$ cat src/rtl/mem_stage_pkg.sv
`default_nettype none
// ============================================================================
// Module      : mem_stage_pkg
// Description : Shared types and constants for the pipeline MEM stage:
//               FSM state encoding, datapath/register widths, the width of
//               the bus-timeout counter and the default timeout value.
// Revision    : 1.0 - initial release
// ============================================================================
package mem_stage_pkg;

  localparam int DATA_W          = 32;
  localparam int REG_W           = 5;
  localparam int CTR_W           = 8;
  localparam int TIMEOUT_DEFAULT = 255;

  typedef enum logic [1:0] {
    ST_IDLE = 2'd0,
    ST_REQ  = 2'd1,
    ST_DONE = 2'd2
  } state_t;

endpackage : mem_stage_pkg
`default_nettype wire

$ cat src/rtl/mem_stage_timeout_ctr.sv
`default_nettype none
// ============================================================================
// Module      : mem_timeout_ctr
// Description : 8-bit wait-cycle counter for an outstanding data-memory
//               request, with terminal-count compare against TIMEOUT.
// Ports       : clk    - clock
//               reset  - asynchronous active-low reset
//               i_clr  - synchronous clear (has priority over i_en)
//               i_en   - count enable
//               o_tc   - count has reached TIMEOUT
// Revision    : 1.0 - initial release
// ============================================================================
module mem_timeout_ctr
  import mem_stage_pkg::*;
#(
  parameter int TIMEOUT = TIMEOUT_DEFAULT
) (
  input  logic clk,
  input  logic reset,
  input  logic i_clr,
  input  logic i_en,
  output logic o_tc
);

  localparam logic [CTR_W-1:0] c_TC_VALUE = CTR_W'(TIMEOUT);

  logic [CTR_W-1:0] r_count;

  always_ff @(posedge clk or negedge reset) begin
    if (!reset) begin
      r_count <= '0;
    end else if (i_clr) begin
      r_count <= '0;
    end else if (i_en) begin
      r_count <= r_count + CTR_W'(1);
    end
  end

  assign o_tc = (r_count == c_TC_VALUE);

endmodule : mem_timeout_ctr
`default_nettype wire

$ cat src/rtl/mem_stage.sv
`default_nettype none
// ============================================================================
// Module      : mem_stage
// Description : Pipeline MEM stage. ALU ops pass straight through to the
//               MEM/WB register. Aligned loads/stores run a registered
//               request/ack handshake (IDLE -> REQ -> DONE) while stalling
//               the front of the pipe; misaligned accesses and bus timeouts
//               produce one-cycle error pulses and suppress the write-back.
// Ports       : clk, reset (async active-low)
//               alu_res/write_data/write_reg/MemRead/MemWrite/MemToReg/
//               RegWrite            - EX/MEM inputs
//               dmem_req/we/addr/wdata, dmem_ack/rdata - data-memory bus
//               alu_res_out/mem_read_out/write_reg_out/MemToReg_out/
//               RegWrite_out/bubble_out - to MEM/WB register
//               stall               - freezes PC and earlier pipe registers
//               misalign_err/bus_err - one-cycle error pulses
// Revision    : 1.0 - initial release
// ============================================================================
module mem_stage
  import mem_stage_pkg::*;
#(
  parameter int TIMEOUT = TIMEOUT_DEFAULT
) (
  input  logic              clk,
  input  logic              reset,
  input  logic [DATA_W-1:0] alu_res,
  input  logic [DATA_W-1:0] write_data,
  input  logic [REG_W-1:0]  write_reg,
  input  logic              MemRead,
  input  logic              MemWrite,
  input  logic              MemToReg,
  input  logic              RegWrite,
  output logic              dmem_req,
  output logic              dmem_we,
  output logic [DATA_W-1:0] dmem_addr,
  output logic [DATA_W-1:0] dmem_wdata,
  input  logic              dmem_ack,
  input  logic [DATA_W-1:0] dmem_rdata,
  output logic [DATA_W-1:0] alu_res_out,
  output logic [DATA_W-1:0] mem_read_out,
  output logic [REG_W-1:0]  write_reg_out,
  output logic              MemToReg_out,
  output logic              RegWrite_out,
  output logic              bubble_out,
  output logic              stall,
  output logic              misalign_err,
  output logic              bus_err
);

  state_t            r_state;
  logic              r_req;
  logic              r_we;
  logic [DATA_W-1:0] r_addr;
  logic [DATA_W-1:0] r_wdata;
  logic [DATA_W-1:0] r_rdata;
  logic              r_err;

  logic w_mem_op;
  logic w_misalign;
  logic w_start;
  logic w_tc;

  // Gating with reset keeps stall/bubble/misalign low while reset is held,
  // so the stage looks like a plain pass-through during reset.
  assign w_mem_op   = (MemRead | MemWrite) & reset;
  assign w_misalign = w_mem_op & (alu_res[1:0] != 2'b00);
  assign w_start    = w_mem_op & ~w_misalign;

  mem_timeout_ctr #(
    .TIMEOUT (TIMEOUT)
  ) u_timeout_ctr (
    .clk   (clk),
    .reset (reset),
    .i_clr (r_state == ST_IDLE),
    .i_en  ((r_state == ST_REQ) & ~dmem_ack),
    .o_tc  (w_tc)
  );

  always_ff @(posedge clk or negedge reset) begin
    if (!reset) begin
      r_state <= ST_IDLE;
      r_req   <= 1'b0;
      r_we    <= 1'b0;
      r_addr  <= '0;
      r_wdata <= '0;
      r_rdata <= '0;
      r_err   <= 1'b0;
    end else begin
      case (r_state)
        ST_IDLE: begin
          if (w_start) begin
            r_req   <= 1'b1;
            r_we    <= MemWrite;
            r_addr  <= alu_res;
            r_wdata <= write_data;
            r_err   <= 1'b0;
            r_state <= ST_REQ;
          end
        end
        ST_REQ: begin
          // Ack is checked first so an ack coinciding with terminal count wins.
          if (dmem_ack) begin
            if (!r_we) begin
              r_rdata <= dmem_rdata;
            end
            r_req   <= 1'b0;
            r_err   <= 1'b0;
            r_state <= ST_DONE;
          end else if (w_tc) begin
            r_req   <= 1'b0;
            r_err   <= 1'b1;
            r_state <= ST_DONE;
          end
        end
        ST_DONE: begin
          r_err   <= 1'b0;
          r_state <= ST_IDLE;
        end
        default: begin
          r_req   <= 1'b0;
          r_err   <= 1'b0;
          r_state <= ST_IDLE;
        end
      endcase
    end
  end

  assign dmem_req   = r_req;
  assign dmem_we    = r_we;
  assign dmem_addr  = r_addr;
  assign dmem_wdata = r_wdata;

  assign alu_res_out   = alu_res;
  assign write_reg_out = write_reg;
  assign MemToReg_out  = MemToReg;

  always_comb begin
    mem_read_out = '0;
    RegWrite_out = RegWrite;
    bubble_out   = 1'b0;
    stall        = 1'b0;
    misalign_err = 1'b0;
    bus_err      = 1'b0;
    case (r_state)
      ST_IDLE: begin
        stall        = w_start;
        bubble_out   = w_start;
        misalign_err = w_misalign;
        RegWrite_out = RegWrite & ~w_misalign;
      end
      ST_REQ: begin
        stall      = 1'b1;
        bubble_out = 1'b1;
      end
      ST_DONE: begin
        mem_read_out = r_rdata;
        RegWrite_out = RegWrite & ~r_err;
        bus_err      = r_err;
      end
      default: begin
        mem_read_out = '0;
      end
    endcase
  end

endmodule : mem_stage
`default_nettype wire

$ cat config.mk
export PLATFORM = sky130hd
export DESIGN_NAME = mem_stage
export DESIGN_NICKNAME = d
export VERILOG_FILES = /design/src/rtl/mem_stage_pkg.sv /design/src/rtl/mem_stage_timeout_ctr.sv /design/src/rtl/mem_stage.sv
export SDC_FILE = /design/constraint.sdc
export NUM_CORES = 1
export LEC_CHECK = 0
export BUFFER_PORTS_ARGS = -buffer_cell sky130_fd_sc_hd__buf_2
export CAP_MARGIN = 5
export CORE_ASPECT_RATIO = 1.25
export CORE_MARGIN = 2
export CORE_UTILIZATION = 45
export CTS_CLUSTER_DIAMETER = 200
export CTS_CLUSTER_SIZE = 14
export DETAILED_ROUTE_END_ITERATION = 10
export PLACE_DENSITY_LB_ADDON = 0.15
export REMOVE_ABC_BUFFERS = 1
export SETUP_SLACK_MARGIN = 0.15
export SLEW_MARGIN = 40
export SYNTH_ARGS = -nofsm -noshare
export SYNTH_HDL_FRONTEND = slang
export SYNTH_HIERARCHICAL = 1
export SYNTH_SLANG_ARGS = --single-unit
$ cat constraint.sdc
create_clock -name clk -period 2.7 [get_ports clk]
set_clock_uncertainty 0.15 [all_clocks]
set_input_delay 0 -clock clk [delete_from_list [all_inputs] [get_ports clk]]
set_output_delay 0 -clock clk [all_outputs]
set_load 0.005 [all_outputs]
==> reports/results.md, run 1 <==
| Quantity | This run | Unit |
|---|---|---|
| Final Power | 4.983 | mW |
| Kind of end point of the critical path | flip-flop | - |
| Final critical-path share of the clock period | 0.8346 | - |
| CTS H-tree lvls | 3 | - |
| Number of placement rows | 42 | - |
| Iteration-0 DRC Markers | 147 | - |
| Post-detail-place hpwl | 7.886 | mm |
| Leading cell types by total area after synthesis | sky130_fd_sc_hd__dfrtp_1, sky130_fd_sc_hd__mux2_2, sky130_fd_sc_hd__buf_4, sky130_fd_sc_hd__and2_1, sky130_fd_sc_hd__buf_6 | - |
| First-pass GRT wire length | 18.82 | mm |
| Cells after synthesis | 346 | - |
| Floorplan die width | 96 | um |
| Sequential element share of the synthesized area | 0.5729 | - |
| Leading post-synthesis cells by instance count | sky130_fd_sc_hd__dfrtp_1, sky130_fd_sc_hd__mux2_2, sky130_fd_sc_hd__buf_4, sky130_fd_sc_hd__and2_1, sky130_fd_sc_hd__nor2_1 | - |
| Clock Tree Buf Depth | 2 | - |
| Via count | 3723 | - |
| Clock Power Share | 0.284 | - |
| Static power due to leakage | 3.581 | nW |
| Result of the run | completed | - |
| FILL cells | 736 | - |
| Setup total negative slack | 0 | ns |
| Final routed DRC violation total | 0 | - |
| IR Drop Worst-Case VDD | 390.1 | uV |
| Total die area | 11420 | sq um |
| Overflow left after global routing | 0 | - |
| Worst slew margin relative to its limit | 0.6081 | - |
| Clock tree from TritonCTS | built | - |
| Most instantiated flip-flop cell in the synthesis netlist | sky130_fd_sc_hd__dfrtp_1 | - |
| Cell area after layout | 7166 | sq um |
| Vias per std cell | 4.707 | - |
| Setup repair after global routing missed its margin | no | - |
| DRT antenna net count | 0 | - |
| Largest net degree at the start of global routing | 65 | - |
| Fraction of layout cells with a size suffix above 1 | 0.5486 | - |
| Detailed-routing iteration count for the pre-antenna-repair pass | 4 | - |
| Quantity of I/O buffers inserted on ports | 236 | - |
| Transition time at the pin with the least slew margin | 0.5879 | ns |
| Max-cap check violation count | 0 | - |
| Number of endpoints failing setup at the final stage | 0 | - |
| Data required time of the worst path | 2.78 | ns |
| Aggregate routed wire length | 12.08 | mm |
| Total of cells resized after clock tree synthesis | 0 | - |
| Placed Area | 5787 | sq um |
| Die height | 119 | um |
| Int Power | 3.711 | mW |
| Ports placed on the boundary | 249 | - |
| Global-route total usage across every layer | 0.2164 | - |
| Core area | 10460 | sq um |
| Register Area | 2728 | sq um |
| Number of antenna violations at the first check in global routing | 1 | - |
| Gp weighted congestion | 0.8198 | - |
| Number of flops mapped to enable cells by yosys | 0 | - |
| Post-layout minimum cycle time | 2.253 | ns |
| Top-count cell post-synth | sky130_fd_sc_hd__dfrtp_1 | - |
| Areal power density over the cells | 695.3 | nW/um^2 |
| Library cells used by synthesis | 33 | - |
| Effective utilization at floorplan | 0.4553 | - |
| Pins Over Slew Limit | 0 | - |
| Critical Path Start Type | input port | - |
| Fraction of registers with async set/reset | 1.000 | - |
| Relative contribution of sequential cells to total power | 0.476 | - |
| Critical-path maximum fanout | 47 | - |
| Area growth, synth to finish | 50.51 | % |
| Number of warnings printed during yosys synthesis | 6 | - |
| Switching share of power | 0.2552 | - |
| Number of global-route vias before repair | 3897 | - |
| Combinational power share | 0.240 | - |
| Clk slew on worst S/H paths | 0.07 | ns |
| Number of CTS-inserted buffers | 9 | - |
| Number of nets in the finished design | 762 | - |
| Clock latency reported for the late side of the worst-skew pair | 0.35 | ns |
| Syn_area_per_cell | 13.76 | sq um |
| Tightest Hold Check Type | in -> reg | - |
| Switching power of the nets | 1.271 | mW |
| TritonCTS sink count | 109 | - |
| Combined area of the multi-input logic cells | 1627 | sq um |
| Number of synthesized register bits | 109 | - |
| Core Util, Final | 0.6852 | - |
| Top cell type by total area after synthesis | sky130_fd_sc_hd__dfrtp_1 | - |
| Area fraction of the dominant cell type after synthesis | 0.5729 | - |
| Worst endpoint data arrival time | 2.33 | ns |
| Worst setup path category | in -> reg | - |
| Routed wire length per instance | 15.27 | um |
| Final hold viol count | 0 | - |
| Max Clock Freq | 443.8 | MHz |
| Netlist area before placement | 4761 | sq um |
| Master cell of the clock root buffer | sky130_fd_sc_hd__clkbuf_16 | - |
## power groups by stage
stage	clock, mW	combinational (mW)	sequential (mW)
3_3_place_gp	0	1.06	2.36
2_1_floorplan	0	0.515	2.38
5_1_grt	1.52	1.31	2.43
4_1_cts	1.45	1.20	2.37
3_5_place_dp	0	1.08	2.40
6_report	1.41	1.20	2.37
## worst max-delay path, cell delays in order
cell,delay [ns]
sky130_fd_sc_hd__dlygate4sd3_1,0.55
sky130_fd_sc_hd__buf_4,0.12
sky130_fd_sc_hd__buf_4,0.48
sky130_fd_sc_hd__o21ai_0,0.24
sky130_fd_sc_hd__o31ai_1,0.27
sky130_fd_sc_hd__dlygate4sd3_1,0.59
sky130_fd_sc_hd__a21oi_1,0.07
## final cells by class
class / count / share of cell area
diodes: 1 / 0.0003492
multi-input cells: 182 / 0.2270
clock inverters: 7 / 0.01345
clock buffers: 9 / 0.03143
flip-flops and latches: 109 / 0.3807
well taps: 132 / 0.02305
repair buffers: 350 / 0.3236
inverters: 1 / 0.0005238
## cell families (layout without fill, tap and decap cells)
logic type,after synthesis,in the layout,share of synthesized area
AO/OA/AOI/OAI,14,14,0.01708
XOR/XNOR,4,4,0.007360
adder cells (fa/ha/maj),1,1,0.002628
buffers and inverters,55,367,0.08541
flip-flops,109,109,0.5729
multiplexers,96,96,0.2268
other,0,1,0
AND/OR/NAND/NOR,67,67,0.08779
## flip-flops by register name, summed over array words and instances, names as in the netlist
register,cells
dmem_addr,32
dmem_wdata,32
r_rdata,32
u_timeout_ctr/r_count,8
r_state,2
dmem_req,1
dmem_we,1
r_err,1
## through the flow
stage / hold WS, ns / instances / worst slack [ns]
3_3_place_gp: -0.1500 / 669 / 0.7272
6_report: 0.04409 / 791 / 0.4467
2_1_floorplan: -0.4456 / 292 / 0.1855
3_5_place_dp: -0.1500 / 669 / 0.6548
5_1_grt: 0.08457 / 791 / 0.1822
4_1_cts: 0.03709 / 790 / 0.4244
## layout by cell type, fill, tap and decap left out, drive strengths merged
master         n
a21oi          5
a311oi         1
and2          35
buf          245
bufinv         2
clkbuf         9
clkinv         3
dfrtp        109
diode          1
dlygate4sd3  105
ha             1
inv            3
mux2          95
mux2i          1
nand2          2
nand2b         2
nand3          5
nand3b         1
nand4          3
nor2          11
nor2b          1
nor3b          2
nor4           1
o21a           2
o21ai          5
o31ai          1
or2            1
or3            3
xnor2          1
xor2           3
## routing by layer
layer,GRT usage,part of all wire,up-vias
met5,0,0,-
li1,-,-,1754
met2,0.3789,0.52,159
met3,0.07464,0.087,17
met4,0.07679,0.020,0
met1,0.2378,0.37,1793
## final timing paths
| check | start | endpoint | slack [ns] | cells after the start |
|---|---|---|---|---|
| worst min-delay path | MemRead | r_err$_DFFE_PN0P_ | 0.04 | 4 |
| max in group asynchronous | reset | dmem_addr[19]$_DFFE_PN0P_ | 1.25 | 4 |
| worst max register to register | r_state[1]$_DFFE_PN0P_ | u_timeout_ctr/r_count[5]$_DFFE_PN0P_ | 0.62 | 6 |
| min in group asynchronous | reset | dmem_wdata[26]$_DFFE_PN0P_ | 0.18 | 3 |
| worst min register to register | dmem_addr[1]$_DFFE_PN0P_ | dmem_addr[1]$_DFFE_PN0P_ | 0.33 | 1 |
| worst max-delay path | reset | r_err$_DFFE_PN0P_ | 0.45 | 7 |
## repair_timing
action                    CTS  global route
hold endpoints to repair  150             0
buffers inserted            0             0
hold buffers              105             0
(Power assumes the default switching activity.)
==> run 2: changes to the inputs <==
==> constraint.sdc (replaced) <==
create_clock -name clk -period 2.3 [get_ports clk]
set_clock_uncertainty 0.15 [all_clocks]
set_input_delay 0 -clock clk [delete_from_list [all_inputs] [get_ports clk]]
set_output_delay 0 -clock clk [all_outputs]
set_load 0.005 [all_outputs]
==> reports/results.md, run 2 (synthesis gave the netlist of run 1 again) <==
| Quantity | This run | Unit | Change |
|---|---|---|---|
| Transition time at the pin with the least slew margin | 0.5646 | ns | -0.02330 ns |
| Capture endpoint of the worst hold path | alu_res_out[1] | - |  |
| Quantity of I/O buffers inserted on ports | 236 | - | unchanged |
| Die height | 119 | um | unchanged |
| Area growth, synth to finish | 49.83 | % |  |
| Critical Path Start Type | flip-flop | - |  |
| Aggregate routed wire length | 11.79 | mm | -2.4% |
| Slowest cell on the critical path | sky130_fd_sc_hd__dfrtp_1 | - |  |
| CTS H-tree lvls | 3 | - | unchanged |
| Clock tree from TritonCTS | built | - |  |
| R2r worst-path depth | 6 | - | unchanged |
| First-pass GRT wire length | 18.83 | mm | about the same |
| FILL cells | 767 | - | +4.2% |
| Worst endpoint data arrival time | 2.15 | ns | -0.18 ns |
| Clock latency reported for the late side of the worst-skew pair | 0.34 | ns | about the same |
| Crit-path max cell delay | 0.45 | ns | -0.14 ns |
| Int Power | 4.166 | mW | +12% |
| Core area | 10460 | sq um | unchanged |
| Clock Tree Buf Depth | 2 | - | unchanged |
| Worst setup path start | r_state[1]$_DFFE_PN0P_ | - |  |
| Worst reg2reg path startpoint | r_state[1]$_DFFE_PN0P_ | - |  |
| Cell area after layout | 7133 | sq um | -0.45% |
| Vias per std cell | 4.713 | - | +0.13% |
| Detailed-routing iteration count for the pre-antenna-repair pass | 4 | - | unchanged |
| Number of nets in the finished design | 761 | - | -0.13% |
| Iteration-0 DRC Markers | 108 | - | -27% |
| Result of the run | completed | - |  |
| Critical-path maximum fanout | 7 | - | -85% |
| Total die area | 11420 | sq um | unchanged |
| Number of CTS-inserted buffers | 9 | - | unchanged |
| Relative contribution of sequential cells to total power | 0.495 | - | +0.019 |
| Routed wire length per instance | 14.92 | um | -2.3% |
| Number of endpoints failing setup at the final stage | 0 | - | unchanged |
| Worst setup path category | reg -> reg | - |  |
| Overflow left after global routing | 0 | - | unchanged |
| Floorplan die width | 96 | um | unchanged |
| Areal power density over the cells | 789.0 | nW/um^2 | +13% |
| Largest net degree at the start of global routing | 64 | - | -1.5% |
| Kind of end point of the critical path | flip-flop | - |  |
| Static power due to leakage | 3.545 | nW | -0.99% |
| Switching power of the nets | 1.463 | mW | +15% |
| Ports placed on the boundary | 249 | - | unchanged |
| Gp weighted congestion | 0.8235 | - | +0.45% |
| Clock Power Share | 0.256 | - | -0.028 |
| Switching share of power | 0.2599 | - | +0.004700 |
| Startpoint of the lowest-slack hold path | alu_res[1] | - |  |
| DRT antenna net count | 0 | - | unchanged |
| Effective utilization at floorplan | 0.4553 | - | unchanged |
| Tightest Hold Check Type | in -> out | - |  |
| Max Clock Freq | 490.6 | MHz |  |
| Setup repair bufs after CTS | 0 | - | unchanged |
| Number of global-route vias before repair | 3983 | - | +2.2% |
| Master cell of the clock root buffer | sky130_fd_sc_hd__clkbuf_16 | - |  |
| Post-detail-place hpwl | 7.719 | mm | -2.1% |
| Setup repair after global routing missed its margin | no | - |  |
| Number of antenna violations at the first check in global routing | 1 | - | unchanged |
| Final critical-path share of the clock period | 0.8862 | - |  |
| IR Drop Worst-Case VDD | 507.6 | uV | +30% |
| Final routed DRC violation total | 0 | - | unchanged |
| Cell-by-cell listing of the critical path | nand2b_1, or2_2, clkinvlp_4, nand4_4, or3_1, a21oi_1 | - |  |
| Fin Hold WS | 0.05180 | ns | +0.007706 ns |
| Final hold viol count | 0 | - | unchanged |
| Hold Crit Depth | 2 | - | -2 |
| Data required time of the worst path | 2.42 | ns | -0.36 ns |
| Worst slew margin relative to its limit | 0.6236 | - | +0.01554 |
| Leading cell type in the layout, fill and taps excluded | sky130_fd_sc_hd__buf_2 | - |  |
| Max-cap check violation count | 0 | - | unchanged |
| Commonest cells after routing, fill and taps aside | sky130_fd_sc_hd__buf_2, sky130_fd_sc_hd__dfrtp_1, sky130_fd_sc_hd__dlygate4sd3_1, sky130_fd_sc_hd__mux2_2, sky130_fd_sc_hd__and2_1 | - |  |
| Crit path max-delay family | simple AND/OR/NAND/NOR gates | - |  |
| Clk slew on worst S/H paths | 0.07 | ns | about the same |
| Post-layout minimum cycle time | 2.038 | ns |  |
| Placed Area | 5784 | sq um | about the same |
| Pins Over Slew Limit | 0 | - | unchanged |
| Fraction of layout cells with a size suffix above 1 | 0.5464 | - | -0.002209 |
| Worst flop-to-flop path endpoint | u_timeout_ctr/r_count[7]$_DFFE_PN0P_ | - |  |
| Via count | 3723 | - | unchanged |
| Sum of buffers and inverters on the critical path | 1 | - | -3 |
| TritonCTS sink count | 109 | - | unchanged |
| Combinational power share | 0.249 | - | +0.009 |
| Number of placement rows | 42 | - | unchanged |
| Global-route total usage across every layer | 0.2116 | - | -0.004848 |
| Slack of the worst reg-to-reg path | 0.26 | ns | -0.36 ns |
## run 2: power groups by stage
| stage | sequential (mW) | clock, mW | combinational [mW] |
|---|---|---|---|
| finish | 2.79 | 1.44 | 1.40 |
| global route | 2.86 | 1.58 | 1.55 |
| CTS | 2.79 | 1.50 | 1.42 |
| detailed placement | 2.82 | 0 | 1.27 |
| global placement | 2.78 | 0 | 1.23 |
| floorplan | 2.79 | 0 | 0.604 |
## run 2: routing by layer
layer,up-vias,share of wire,global-route usage
met1,1795,0.38,0.2484
met3,20,0.088,0.07590
met5,-,0,0
li1,1751,-,-
met2,157,0.51,0.3550
met4,0,0.022,0.06875
## run 2: stage by stage
stage	util	power (mW)	std cells	setup TNS, ns	setup slack (ns)
4_1_cts	0.6811	5.701	789	0	0.2104
2_1_floorplan	-	3.397	292	-13.76	-0.2145
3_5_place_dp	0.5531	4.085	667	0	0.2483
5_1_grt	0.6821	5.994	790	0	0.1869
6_report	0.6821	5.628	790	0	0.2618
3_3_place_gp	0.5531	4.011	667	0	0.3158
## run 2: how the worst max path moves through the flow
| stage | slack, ns | cells after the start | end |
|---|---|---|---|
| 2_1_floorplan | -0.21 | 3 | dmem_addr[10]$_DFFE_PN0P_ |
| 3_3_place_gp | 0.32 | 6 | u_timeout_ctr/r_count[7]$_DFFE_PN0P_ |
| 3_5_place_dp | 0.25 | 6 | u_timeout_ctr/r_count[7]$_DFFE_PN0P_ |
| 4_1_cts | 0.21 | 6 | u_timeout_ctr/r_count[7]$_DFFE_PN0P_ |
| 5_1_grt | 0.19 | 6 | u_timeout_ctr/r_count[7]$_DFFE_PN0P_ |
| 6_report | 0.26 | 6 | u_timeout_ctr/r_count[7]$_DFFE_PN0P_ |
## run 2: what timing repair did
item / 4_1_cts / 5_1_grt
gates resized for setup: 0 / 1
hold buffers: 106 / 0
setup endpoints to repair: 0 / 3
endpoints found under the hold margin: 214 / 0
## run 2: area by class of cell
class | count | area [sq um] | area share
tap | 132 | 165.2 | 0.02315
sequential | 109 | 2728 | 0.3824
antenna | 1 | 2.502 | 0.0003508
clock inverter | 5 | 35.03 | 0.004911
timing repair buffer | 349 | 2326 | 0.3261
inverter | 1 | 7.507 | 0.001052
clock buffer | 11 | 242.7 | 0.03403
multi-input combinational | 182 | 1627 | 0.2280
